### src/rtl/rr_arbiter8.sv
// rr_arbiter8 -- eight-way round-robin arbiter with a programmable tenure limit.
//
// A single owner holds the grant until it drops its request or until it has
// held the resource for HOLD_MAX consecutive cycles. Hand-off to the next
// waiting requester happens on the same edge as the release (no idle cycle).
//
// Parameters:
//   HOLD_MAX     maximum grant cycles per tenure (0..255), 0 = unlimited
// Ports:
//   clk          system clock, rising edge
//   reset        asynchronous, active-high reset
//   req[7:0]     request vector, bit k = requester k
//   grant[7:0]   registered one-hot grant, zero when idle
//   grant_idx    binary index of the grant bit, 0 when idle
//   grant_valid  grant is non-zero
//   timeout      one-cycle pulse after a forced (HOLD_MAX) release
module rr_arbiter8 #(
    parameter int HOLD_MAX = 16
) (
    input  logic       clk,
    input  logic       reset,
    input  logic [7:0] req,
    output logic [7:0] grant,
    output logic [2:0] grant_idx,
    output logic       grant_valid,
    output logic       timeout
);

    typedef enum logic {IDLE, BUSY} state_e;

    localparam bit         LIMIT_EN  = (HOLD_MAX != 0);
    // hold_q counts completed cycles of the tenure, so the forced edge is the
    // one where the counter reaches HOLD_MAX-1.
    localparam logic [7:0] HOLD_LAST = 8'((HOLD_MAX == 0) ? 0 : HOLD_MAX - 1);

    state_e     fsm_q, fsm_d;
    logic [2:0] ptr_q, ptr_d;
    logic [2:0] owner_q, owner_d;
    logic [7:0] hold_q, hold_d;
    logic [7:0] grant_q, grant_d;
    logic [2:0] idx_q, idx_d;
    logic       valid_q, valid_d;
    logic       timeout_q, timeout_d;

    logic [7:0] cand;
    logic [2:0] scan_start;
    logic [2:0] pos;
    logic       win_vld;
    logic [2:0] win_idx;
    logic       rel_normal;
    logic       rel_forced;

    // Candidate set: while busy the current owner is excluded and the scan
    // starts just past it, which is exactly where ptr is about to move.
    always_comb begin
        cand       = req;
        scan_start = ptr_q;
        if (fsm_q == BUSY) begin
            cand       = req & ~(8'd1 << owner_q);
            scan_start = owner_q + 3'd1;
        end
    end

    // Rotating priority scan; iterate from the lowest priority upward so the
    // last hit (highest priority) is the one that sticks.
    always_comb begin
        win_vld = 1'b0;
        win_idx = 3'd0;
        pos     = 3'd0;
        for (int k = 7; k >= 0; k--) begin
            pos = scan_start + 3'(k);
            if (cand[pos]) begin
                win_vld = 1'b1;
                win_idx = pos;
            end
        end
    end

    assign rel_normal = (fsm_q == BUSY) && !req[owner_q];
    assign rel_forced = (fsm_q == BUSY) && LIMIT_EN && req[owner_q] && (hold_q == HOLD_LAST);

    // State register
    always_ff @(posedge clk or posedge reset) begin
        if (reset) begin
            fsm_q     <= IDLE;
            ptr_q     <= 3'd0;
            owner_q   <= 3'd0;
            hold_q    <= 8'd0;
            grant_q   <= 8'd0;
            idx_q     <= 3'd0;
            valid_q   <= 1'b0;
            timeout_q <= 1'b0;
        end else begin
            fsm_q     <= fsm_d;
            ptr_q     <= ptr_d;
            owner_q   <= owner_d;
            hold_q    <= hold_d;
            grant_q   <= grant_d;
            idx_q     <= idx_d;
            valid_q   <= valid_d;
            timeout_q <= timeout_d;
        end
    end

    // Next-state logic
    always_comb begin
        fsm_d     = fsm_q;
        ptr_d     = ptr_q;
        owner_d   = owner_q;
        hold_d    = hold_q;
        timeout_d = 1'b0;
        case (fsm_q)
            IDLE: begin
                if (win_vld) begin
                    fsm_d   = BUSY;
                    owner_d = win_idx;
                    hold_d  = 8'd0;
                end
            end
            BUSY: begin
                if (rel_normal || rel_forced) begin
                    ptr_d     = owner_q + 3'd1;
                    timeout_d = rel_forced;
                    if (win_vld) begin
                        owner_d = win_idx;
                        hold_d  = 8'd0;
                    end else if (rel_forced) begin
                        // Nobody else waiting: owner starts a fresh tenure.
                        hold_d = 8'd0;
                    end else begin
                        fsm_d  = IDLE;
                        hold_d = 8'd0;
                    end
                end else if (hold_q != 8'hFF) begin
                    hold_d = hold_q + 8'd1;
                end
            end
            default: fsm_d = IDLE;
        endcase
    end

    // Output decode of the next state; the registers above make it glitch-free
    // and keep req off any output path.
    always_comb begin
        grant_d = 8'd0;
        idx_d   = 3'd0;
        valid_d = 1'b0;
        if (fsm_d == BUSY) begin
            grant_d = 8'd1 << owner_d;
            idx_d   = owner_d;
            valid_d = 1'b1;
        end
    end

    assign grant       = grant_q;
    assign grant_idx   = idx_q;
    assign grant_valid = valid_q;
    assign timeout     = timeout_q;

endmodule

### config.mk
export PLATFORM = sky130hd
export DESIGN_NAME = rr_arbiter8
export DESIGN_NICKNAME = d
export VERILOG_FILES = /design/src/rtl/rr_arbiter8.sv
export SDC_FILE = /design/constraint.sdc
export NUM_CORES = 1
export LEC_CHECK = 0
export BUFFER_PORTS_ARGS = -buffer_cell sky130_fd_sc_hd__clkbuf_2
export CAP_MARGIN = 20
export CORE_UTILIZATION = 60
export CTS_BUF_LIST = sky130_fd_sc_hd__clkbuf_8 sky130_fd_sc_hd__clkbuf_16
export DETAILED_ROUTE_END_ITERATION = 8
export PLACE_DENSITY = 0.8
export SLEW_MARGIN = 20
export SYNTH_ARGS = -nofsm -noshare
export SYNTH_HDL_FRONTEND = slang
export SYNTH_SLANG_ARGS = --single-unit
### constraint.sdc
create_clock -name clk -period 4.9 [get_ports clk]
set_clock_uncertainty 0.1 [all_clocks]
set_input_delay 0.49 -clock clk [delete_from_list [all_inputs] [get_ports clk]]
set_output_delay 0.49 -clock clk [all_outputs]
set_load 0.02 [all_outputs]
## Word level (Yosys, flattened, before mapping)

Cells that the tools add are included.

- Register bits: 28
- Input bits: 10
- Output and inout port bits: 13

- Add/sub/neg operators: 9
- Order comparisons: 9
- Equal/unequal tests: 4
- Shift-type cells: 2
- Muxes and demuxes: 53
- Bitwise gates (word level): 3
- Reductions and logical operators: 7

Operator list:

| cell | number |
|---|---|
| 2-to-1 mux 8 bit | 5 |
| < comparator 3 x 4 -> 1 bit (second input constant) | 9 |
| 2-to-1 mux 3 bit | 12 |
| binary-select mux 1 bit (select 3 bit) | 9 |
| 2-to-1 mux 1 bit | 24 |
| case mux 8 bit (2 select lines) | 1 |
| left shift 1 x 3 -> 8 bit (first input constant) | 2 |
| adder 3 bit (second input constant) | 4 |
| adder 8 x 1 -> 8 bit (second input constant) | 1 |
| bitwise AND 8 bit | 1 |
| == test 8 x 4 -> 1 bit (second input constant) | 1 |
| != test 8 bit (second input constant) | 1 |
| NOT 8 bit | 1 |
| adder 3 x 1 -> 3 bit (second input constant) | 2 |
| adder 3 x 2 -> 3 bit (second input constant) | 2 |
| case mux 3 bit (2 select lines) | 1 |
| AND reduction 2 bit | 2 |
| logical AND 1 bit | 3 |
| != test 3 x 1 -> 1 bit (second input constant) | 1 |
| != test 2 bit (second input constant) | 1 |
| case mux 1 bit (2 select lines) | 1 |
| logical NOT 1 bit | 1 |
| logical OR 1 bit | 1 |
| NOT 1 bit | 1 |

## Logic depth before layout (Yosys ltp)

- Word-level depth: 19
- Gate-level depth with buffers: 16
- Depth with buffers taken out: 15

## Worst setup path before layout

Ideal clock, no wire load.

- Kind: register -> register
- From: register owner_q[0]
- To: register grant_q[2], in the netlist grant[2]
- Library setup time: 86 ps
- Arrival: 3553 ps
- Required time: 4714 ps
- Slack: 1161 ps
- Stages on the path, launching flop included: 14
- Path buffers: 2
- Path through: dfrtp_1 > inv_1 > ha_1 > mux2_4 > buf_6 > ha_1 > clkbuf_1 > mux4_2 > o21a_1 > a31oi_1 > a21oi_1 > o31ai_4 > inv_2 > nor3_1

- Longest elaborated chain between the ends: 19

Ends and longest elaborated chain:

| element | RTL line | RTL |
|---|---|---|
| start, declared | 38 | `logic [2:0] owner_q, owner_d;` |
| start signal, assigned | 96 | `owner_q <= owner_d;` |
| parallel branches: the longest is 16 deep, another holds adder 3 x 1 -> 3 bit | - |  |
| case mux 3 bit (2 select lines) * | 112 | `case (fsm_q)` |
| net owner_d[0] | 38 |  |
| left shift 1 x 3 -> 8 bit * | 149 | `grant_d = 8'd1 << owner_d;` |
| 2-to-1 mux 8 bit * | 148 | `if (fsm_d == BUSY) begin` |
| net grant_d[2] | 40 | `logic [7:0] grant_q, grant_d;` |
| end signal, assigned | 98 | `grant_q <= grant_d;` |
| end, declared | 40 |  |

Mark *: on every way through the listed nets, which the timed path passes. The select of a mux whose other input is x is not followed.
A chain may end at the register's enable or synchronous reset.

## Final worst setup path

Ends and elaborated chain as after synthesis.

==> metrics.cfg <==
[floorplan]
initial_core_util = 0.651
core_area_sq_um = 3800
ios = 23
die_area_sq_um = 4380
fp-row-count = 22
die_w_um = 66.2
die_h_um = 66.2

[cells_and_area]
n_fill_cell = 309
syn_to_final_growth_pct = 7.49
nets = 315
drive_gt1_frac = 0.231
seq_area_sq_um = 676
antenna_cells = 0
most-common-layout-cells = 27 x nor2_1, 27 x dfrtp_1, 25 x nand2_1
multi_input_area_sq_um = 1650

[sta]
setup_tns_ps = 0
setup_viol = 0
period_share = 0.851
tightest_slew_ps = 749
max_freq_mhz = 240
hold_viol_final = 0
slew_headroom = 0.496
rsz0062_at_grt = no
finalWorstPathRequiredPeriod_ps = 4170
slew_viol_final = 0

[worst_setup_path]
worst-r2r-cell-count = 12
arrival_ps = 4260
critical_path_class = flop to flop
crit_path_start_kind = flop
critPathRequiredTime_ps = 4990
reg2reg_slack_ps = 730
r2r-start = owner_q[0]
startpoint = owner_q[0]
cp-endpoint = grant[2]
critPathCaptureType = flop
r2r-end = grant[2]
cp_max_fo = 12

[route]
drc = 0
avgViaCountPerCell = 6.66
via_count = 2284
drt-total-wl_mm = 6.19
wl_per_cell_um = 18.0
drtIter0Drc = 239
firstDrtPassIters = 5
ant_nets = 0

[clock_network]
cts_tree = yes
cts_setup_buffers = 0
clkLatencyLatePin_ps = 270
cts.sinks = 27
ctsHoldBuffers = 0
htreeDepth = 1
root_buffer = clkbuf_8
cts_buffers = 3
cts_resized = 0
clk_path_buf_depth = 2
path_clk_slew_ps = 90

[run_status]
status = completed

[hold_path]
hp-class = primary input to asynchronous set/reset pin

[global_route]
grt_pass1_vias = 2089
grt_usage = 0.311
grt_first_pass_wirelength_mm = 10.1
grt_max_degree = 28
grt_overflow = 0
antenna_found_initial = 0

[placement]
port_buffers = 22
detailed_place_hpwl_mm = 4.76
routabilityCongestion = 0.947

[synth]
yosysWarnings = 0
synth_seq_area_share = 0.273
syn_inst = 275
ys_ff_latch = 27
synth.cell_area_sq_um = 2470
synth.area.top_cells = dfrtp_1 27%, mux4_2 9.1%, ha_1 4.6%
async_flop_share = 1.00
yosysTopAreaCellShare = 0.273
synth_edf_count = 0
yosysTopAreaCell = dfrtp_1
syn_avg_cell_area_sq_um = 8.99
synth_cell_types = 63
synth_nets = 294
ys.flop_type = dfrtp_1

[job]
cap_violations = 0

worst max-delay path, stage by stage, from the launching register on:
cell,delay [ps]
dfrtp_1,500
inv_1,130
ha_1,320
mux2_4,350
ha_1,590
mux4_2,590
mux2_2,310
o21ai_1,170
a31oi_1,140
and3_1,230
o31ai_4,310
inv_2,120
nor3_1,220
how the worst min path moves through the flow:
stage                     startpoint  endpoint  slack, ps  depth (start not counted)
final                          reset  grant[6]         20                          2
after global routing           reset  grant[6]         30                          2
after CTS                      reset  grant[1]        340                          2
after detailed placement    ptr_q[0]  ptr_q[0]        380                          2
after global placement      ptr_q[0]  ptr_q[0]        380                          2
after floorplan             ptr_q[0]  ptr_q[0]        350                          2
registers in the layout, indices dropped and copies added (netlist names):
register	cells
owner_q	3
ptr_q	3
hold_q	8
timeout	1
grant_idx	3
fsm_q	1
grant	8
Yosys cell counts, drive strengths merged, types with 3 or more instances:
cell type	count
a31oi	4
o31ai	3
dfrtp	27
and3	3
o21a	3
or2	3
nand2b	6
nand2	26
a21oi	12
ha	9
nor3	16
mux2	8
and2	7
buf	8
nand3	13
o21ai	17
mux2i	7
nor4	5
nor2	28
inv	16
or3	3
a211oi	6
mux4	10
xnor2	5
per-layer routing:
metal	routed length (um)	GRT usage
met5	0	0
met4	133	0.0479
met3	549	0.0879
met2	2680	0.466
met1	2830	0.456
final cells by class:
type | count | share of cell area
Clock buffer | 3 | 0.0155
Clock inverter | 1 | 0.00330
Sequential cell | 27 | 0.254
Multi-Input combinational cell | 222 | 0.620
Inverter | 17 | 0.0268
Timing Repair Buffer | 25 | 0.0575
Tap cell | 48 | 0.0226
per-stage QoR:
step	utilization	cells	setup WS, ps	hold WS [ps]	cell area, sq um
5_1_grt	0.699	343	525	33.6	2660
2_1_floorplan	-	275	1160	351	2470
3_3_place_gp	0.679	338	798	382	2580
4_1_cts	0.692	342	774	336	2630
3_5_place_dp	0.679	338	815	383	2580
6_report	0.699	343	731	21.0	2660
kinds of logic after synthesis:
family	synth area share
compound gates	0.206
xor+xnor	0.0177
fa+ha+maj	0.0456
buf+inv	0.0603
flops	0.273
mux	0.163
simple gates	0.235
Power is left out: the tool's default activity adds up to more than one toggle a clock period on the data nets, which glitch-free logic cannot reach.
